### src/rtl/xbar_arb_pkg.sv
// Shared types and default sizing for the crossbar job arbiter.
//   state_t        : arbiter FSM encoding (2-bit)
//   XBAR_ARB_NREQ  : default number of requesters
//   XBAR_ARB_IDX_W : default requester index width
package xbar_arb_pkg;

   localparam int unsigned XBAR_ARB_NREQ  = 4;
   localparam int unsigned XBAR_ARB_IDX_W = 2;

   typedef enum logic [1:0] {
      S_IDLE    = 2'd0,
      S_START   = 2'd1,
      S_WAIT    = 2'd2,
      S_RELEASE = 2'd3
   } state_t;

endpackage

### src/rtl/crossbar_job_arbiter_rr_pick.sv
// Combinational round-robin picker: first set request at or above ptr_i,
// wrapping modulo NREQ. Kept standalone so other tile arbiters can reuse it.
//   req_i    : request vector
//   ptr_i    : round-robin start index (must be < NREQ)
//   win_c_o  : winning index (0 when none)
//   any_c_o  : at least one request set
module rr_pick #(
   parameter int unsigned NREQ  = 4,
   parameter int unsigned IDX_W = 2
) (
   input  logic [NREQ-1:0]  req_i,
   input  logic [IDX_W-1:0] ptr_i,
   output logic [IDX_W-1:0] win_c_o,
   output logic             any_c_o
);

   // Scan offsets 0..NREQ-1 from the pointer; first hit wins.
   always_comb begin
      int unsigned k;
      logic        found;
      k       = 0;
      found   = 1'b0;
      win_c_o = '0;
      for (int unsigned i = 0; i < NREQ; i++) begin
         k = 32'(ptr_i) + i;
         if (k >= NREQ) k = k - NREQ;
         if (!found && req_i[IDX_W'(k)]) begin
            win_c_o = IDX_W'(k);
            found   = 1'b1;
         end
      end
      any_c_o = found;
   end

endmodule

### src/rtl/crossbar_job_arbiter.sv
// Crossbar job arbiter: shares one crossbar tile between NREQ requesters.
// Grants round-robin, pulses xbar_start to the controller, waits for
// xbar_done, then pulses job_done to the owning requester.
// Optional watchdog: define XBAR_ARB_WATCHDOG_EN to end a job with job_err
// after WDOG_CYCLES cycles in S_WAIT without xbar_done.
// Ports:
//   clk, rst     : clock, synchronous active-high reset
//   req          : level requests, held until job_done
//   gnt/owner    : one-hot grant and index of holder (owner valid while busy)
//   busy         : tile allocated
//   xbar_start   : one-cycle start pulse to the crossbar controller
//   xbar_done    : one-cycle done pulse from the crossbar controller
//   job_done     : one-cycle completion pulse to the owner
//   job_err      : with job_done when the job ended by watchdog
//   stray_done   : sticky, xbar_done seen outside S_WAIT
module crossbar_job_arbiter
   import xbar_arb_pkg::*;
#(
   parameter int unsigned NREQ        = XBAR_ARB_NREQ,
   parameter int unsigned IDX_W       = XBAR_ARB_IDX_W,
   parameter int unsigned WDOG_CYCLES = 1023,
   parameter int unsigned WDOG_W      = 10
) (
   input  logic             clk,
   input  logic             rst,
   input  logic [NREQ-1:0]  req,
   output logic [NREQ-1:0]  gnt,
   output logic [IDX_W-1:0] owner,
   output logic             busy,
   output logic             xbar_start,
   input  logic             xbar_done,
   output logic [NREQ-1:0]  job_done,
   output logic             job_err,
   output logic             stray_done
);

   state_t             state_q, state_d;
   logic [NREQ-1:0]    gnt_q, gnt_d;
   logic [IDX_W-1:0]   owner_q, owner_d;
   logic               busy_q, busy_d;
   logic               xbar_start_q, xbar_start_d;
   logic [NREQ-1:0]    job_done_q, job_done_d;
   logic               stray_q, stray_d;
   logic [IDX_W-1:0]   ptr_q, ptr_d;

   logic [IDX_W-1:0]   pick_win;
   logic               pick_any;
   logic               finish_c;
   logic               timeout_c;

   rr_pick #(
      .NREQ  (NREQ),
      .IDX_W (IDX_W)
   ) u_rr_pick (
      .req_i   (req),
      .ptr_i   (ptr_q),
      .win_c_o (pick_win),
      .any_c_o (pick_any)
   );

`ifdef XBAR_ARB_WATCHDOG_EN
   logic [WDOG_W-1:0] wdog_q, wdog_d;
   logic              job_err_q, job_err_d;

   // Expiry on the WDOG_CYCLES-th wait cycle; a coincident done wins.
   assign timeout_c = (state_q == S_WAIT) && !xbar_done &&
                      (wdog_q == WDOG_W'(WDOG_CYCLES - 1));
`else
   logic [WDOG_W-1:0] wdog_unused;
   assign wdog_unused = WDOG_W'(WDOG_CYCLES);
   assign timeout_c   = 1'b0;
`endif

   assign finish_c = (state_q == S_WAIT) && (xbar_done || timeout_c);

   // Next-state and registered-output logic.
   always_comb begin
      state_d      = state_q;
      gnt_d        = gnt_q;
      owner_d      = owner_q;
      busy_d       = busy_q;
      ptr_d        = ptr_q;
      xbar_start_d = 1'b0;
      job_done_d   = '0;
      stray_d      = stray_q | (xbar_done & (state_q != S_WAIT));
`ifdef XBAR_ARB_WATCHDOG_EN
      wdog_d       = wdog_q;
      job_err_d    = 1'b0;
`endif
      unique case (state_q)
         S_IDLE: begin
            if (pick_any) begin
               gnt_d   = NREQ'(1) << pick_win;
               owner_d = pick_win;
               busy_d  = 1'b1;
               state_d = S_START;
            end
         end
         S_START: begin
            xbar_start_d = 1'b1;
            state_d      = S_WAIT;
`ifdef XBAR_ARB_WATCHDOG_EN
            wdog_d       = '0;
`endif
         end
         S_WAIT: begin
            if (finish_c) begin
               job_done_d = NREQ'(1) << owner_q;
               gnt_d      = '0;
               busy_d     = 1'b0;
               ptr_d      = (owner_q == IDX_W'(NREQ - 1)) ? '0 : owner_q + IDX_W'(1);
               state_d    = S_RELEASE;
`ifdef XBAR_ARB_WATCHDOG_EN
               job_err_d  = timeout_c;
`endif
            end
`ifdef XBAR_ARB_WATCHDOG_EN
            else begin
               wdog_d = wdog_q + WDOG_W'(1);
            end
`endif
         end
         S_RELEASE: begin
            state_d = S_IDLE;
         end
         default: state_d = S_IDLE;
      endcase
   end

   // State and output registers.
   always_ff @(posedge clk) begin
      if (rst) begin
         state_q      <= S_IDLE;
         gnt_q        <= '0;
         owner_q      <= '0;
         busy_q       <= 1'b0;
         ptr_q        <= '0;
         xbar_start_q <= 1'b0;
         job_done_q   <= '0;
         stray_q      <= 1'b0;
`ifdef XBAR_ARB_WATCHDOG_EN
         wdog_q       <= '0;
         job_err_q    <= 1'b0;
`endif
      end else begin
         state_q      <= state_d;
         gnt_q        <= gnt_d;
         owner_q      <= owner_d;
         busy_q       <= busy_d;
         ptr_q        <= ptr_d;
         xbar_start_q <= xbar_start_d;
         job_done_q   <= job_done_d;
         stray_q      <= stray_d;
`ifdef XBAR_ARB_WATCHDOG_EN
         wdog_q       <= wdog_d;
         job_err_q    <= job_err_d;
`endif
      end
   end

   assign gnt        = gnt_q;
   assign owner      = owner_q;
   assign busy       = busy_q;
   assign xbar_start = xbar_start_q;
   assign job_done   = job_done_q;
   assign stray_done = stray_q;
`ifdef XBAR_ARB_WATCHDOG_EN
   assign job_err    = job_err_q;
`else
   assign job_err    = 1'b0;
`endif

endmodule

### config.mk
export PLATFORM = sky130hd
export DESIGN_NAME = crossbar_job_arbiter
export DESIGN_NICKNAME = d
export VERILOG_FILES = /design/src/rtl/xbar_arb_pkg.sv /design/src/rtl/crossbar_job_arbiter_rr_pick.sv /design/src/rtl/crossbar_job_arbiter.sv
export SDC_FILE = /design/constraint.sdc
export NUM_CORES = 1
export LEC_CHECK = 0
export ABC_CLOCK_PERIOD_IN_PS = 2100
export BUFFER_PORTS_ARGS = -buffer_cell sky130_fd_sc_hd__buf_2
export CAP_MARGIN = 40
export CORE_MARGIN = 4
export CORE_UTILIZATION = 45
export DETAILED_ROUTE_END_ITERATION = 8
export GPL_ROUTABILITY_DRIVEN = 0
export HOLD_SLACK_MARGIN = 0.06
export PLACE_DENSITY_LB_ADDON = 0.3
export SETUP_SLACK_MARGIN = 0.15
export SKIP_CTS_REPAIR_TIMING = 1
export SLEW_MARGIN = 15
export SYNTH_ARGS = -nofsm -noshare
export SYNTH_HDL_FRONTEND = slang
export SYNTH_SLANG_ARGS = --single-unit
### constraint.sdc
create_clock -name clk -period 2.1 [get_ports clk]
set_input_delay 0.21 -clock clk [delete_from_list [all_inputs] [get_ports clk]]
set_output_delay 0.21 -clock clk [all_outputs]
set_load 0.02 [all_outputs]
==> metrics.cfg <==
[cts]
cts_buffers=3
clockRootBuffer=clkbuf_4
path_clk_slew_ns=0.09
cts_tree=yes
htree_levels=1
clock_sinks=17
clkLatencyLatePin_ns=0.29
clockBufferDepth=2

[layout]
multi_input_area_sq_um=396.6
seq_area_sq_um=340.3
design_area_sq_um=893.4
syn_to_final_growth_pct=15.35
fin_nets=113
layout-drive-gt1-share_pct=30.69
num-fill-cells=147
fin_util_pct=57.30
diodes=0

[timing]
fin_skew_ns=0.002673
final_max_slew_viol_count=0
period_share_pct=71.28
tns_ns=0
setup_violations=0
hold_violations=0
rsz0062_at_grt=false
min_period_ns=1.497
max_freq_mhz=668.1

[min_path]
hold_path_class=input port to register

[drt]
wl_per_cell_microns=12.24
drtIter0Drc=8
postRouteAntennaNets=0
drt_wl_total_mm=1.432
vias=625
drcViolationCount=0
firstDrtPassIters=2
viasPerCell=5.342

[die]
rows=14
die_w_microns=49.49
core_area_sq_um=1559
io_pins=21
die_h_microns=49.49
die-area_sq_um=2449
initial_utilization_pct=49.68

[yosys]
ys_warn_count=0
ys_ff_latch=17
syn_avg_cell_area_sq_um=9.562
synth.distinct_cells=33
seq_area_frac_synth_pct=43.94
syn_area_sq_um=774.5
syn-num-nets=92
syn_inst=81

[power]
switching_share_pct=36.58
power_mw=0.9791
p_leak_nw=0.4103
clockPowerShare_pct=17.3
vdd_drop_max_uv=606.6
seqPwrFrac_pct=44.2
power.switching_mw=0.3581
power_density_nw_per_um2=1096
p_comb_share_pct=38.6
p_int_mw=0.6210

[placement]
hpwl_mm=1.123
place_area_sq_um=867.1
place.port_buffers=19

[flow_run]
cap_viol_max_count=0

[global_routing]
grt_pass1_wl_mm=2.518
first_global_vias=605
grt_max_degree=14
antenna_found_initial=0
grt_use_total_pct=13.78
gr-total-overflow=0

[worst_setup_path]
worstPathCellList=inv_1 > ha_1 > inv_1 > a2bb2oi_2 > a21oi_2 > a32o_1
critical_path_class=register to register
required_ns=2.29
cpPeakStageDelay_ns=0.36
cpMaxStageDelayCell=dfxtp_1
startpoint_type=register
worstPathArrival_ns=1.68
crit_fanout=6
end_kind=register
cp_common_cell=inv_1

[outcome]
status=completed

[synth_stat cells, drive strengths merged]
library cell / number / area [sq um]
buf: 2 / 18.77
nand2b: 1 / 6.260
or3: 1 / 11.26
inv: 4 / 15.01
nor4: 2 / 18.77
and3: 1 / 6.260
o21a: 1 / 7.510
nor3: 4 / 25.02
a21oi: 8 / 43.79
dfxtp: 17 / 340.3
clkbuf: 1 / 3.750
a2bb2oi: 1 / 15.01
o22ai: 1 / 6.260
o22a: 1 / 10.01
o221ai: 1 / 8.760
a21o: 1 / 7.510
nor2b: 1 / 6.260
ha: 4 / 50.05
nand3: 1 / 5.000
o31ai: 1 / 12.51
nand2: 6 / 22.52
or2: 1 / 6.260
and2b: 1 / 7.510
mux2i: 2 / 20.02
conb: 1 / 3.750
nand3b: 1 / 7.510
a32o: 4 / 40.04
or2b: 1 / 11.26
nor2: 10 / 37.54
[registers in the layout, indices dropped and copies added (netlist names)]
register / flops
job_done: 4
stray_done: 1
ptr_q: 2
xbar_start: 1
busy: 1
owner: 2
state_q: 2
gnt: 4
[cell type report]
type	instances	area share [%]
clock buffer	4	2.941
inverter	4	1.681
multi-input combinational	57	44.40
sequential	17	38.10
tap	16	2.241
timing repair buffer	19	10.64
[per-stage QoR]
stage                     worst slack, ns  hold WS, ns  std cells
after floorplan                    0.7615       0.3507         81
after global placement             0.6343       0.4451        113
after detailed placement           0.6048       0.4432        113
after CTS                          0.5898       0.2043        117
after global routing               0.5004       0.2209        117
final                              0.6031       0.2142        117
[logic make-up after synthesis]
kind of cell,share of synthesized area (%)
simple gates,22.13
flops,43.94
compound gates,19.55
fa+ha+maj,6.462
mux,2.585
buf+inv,4.846
other cells,0.4842
[power by group through the flow]
stage	sequential (mW)	combinational [mW]	clock, mW
floorplan	0.488	0.237	0
global placement	0.438	0.374	0
detailed placement	0.441	0.381	0
CTS	0.433	0.382	0.183
global route	0.443	0.422	0.191
finish	0.433	0.378	0.169
[path summary, 6_finish.rpt]
kind              startpoint    endpoint  cells past startpoint  slack, ns
hold / removal     xbar_done  stray_done                      3       0.21
setup / recovery  state_q[0]      gnt[3]                      6       0.60
hold reg to reg         busy        busy                      1       0.47
setup reg to reg  state_q[0]      gnt[3]                      6       0.60
[cell usage in the layout, fill, tap and decap left out, drive strengths merged, types with 2 or more instances in the layout]
cell    netlist  layout
buf           2      19
inv           4       4
nor3          4       4
ha            4       4
mux2i         2       2
clkbuf        1       4
nor4          2       2
a21oi         8       8
nand2         6       6
a32o          4       4
dfxtp        17      17
nor2         10      10
[critical path, delay by kind of cell (launching register included)]
kind	cells	cell delay [ns]
compound gates	3	0.58
fa+ha+maj	1	0.27
buf+inv	2	0.19
flops	1	0.36
[routing by layer]
| metal | routed length, microns | GRT usage (%) | up-vias |
|---|---|---|---|
| li1 | - | - | 327 |
| met1 | 632 | 14.37 | 280 |
| met2 | 675 | 22.77 | 13 |
| met3 | 93 | 6.024 | 5 |
| met4 | 31 | 8.295 | 0 |
| met5 | 0 | 0 | - |
No activity file was read; power rests on OpenSTA's default activity.
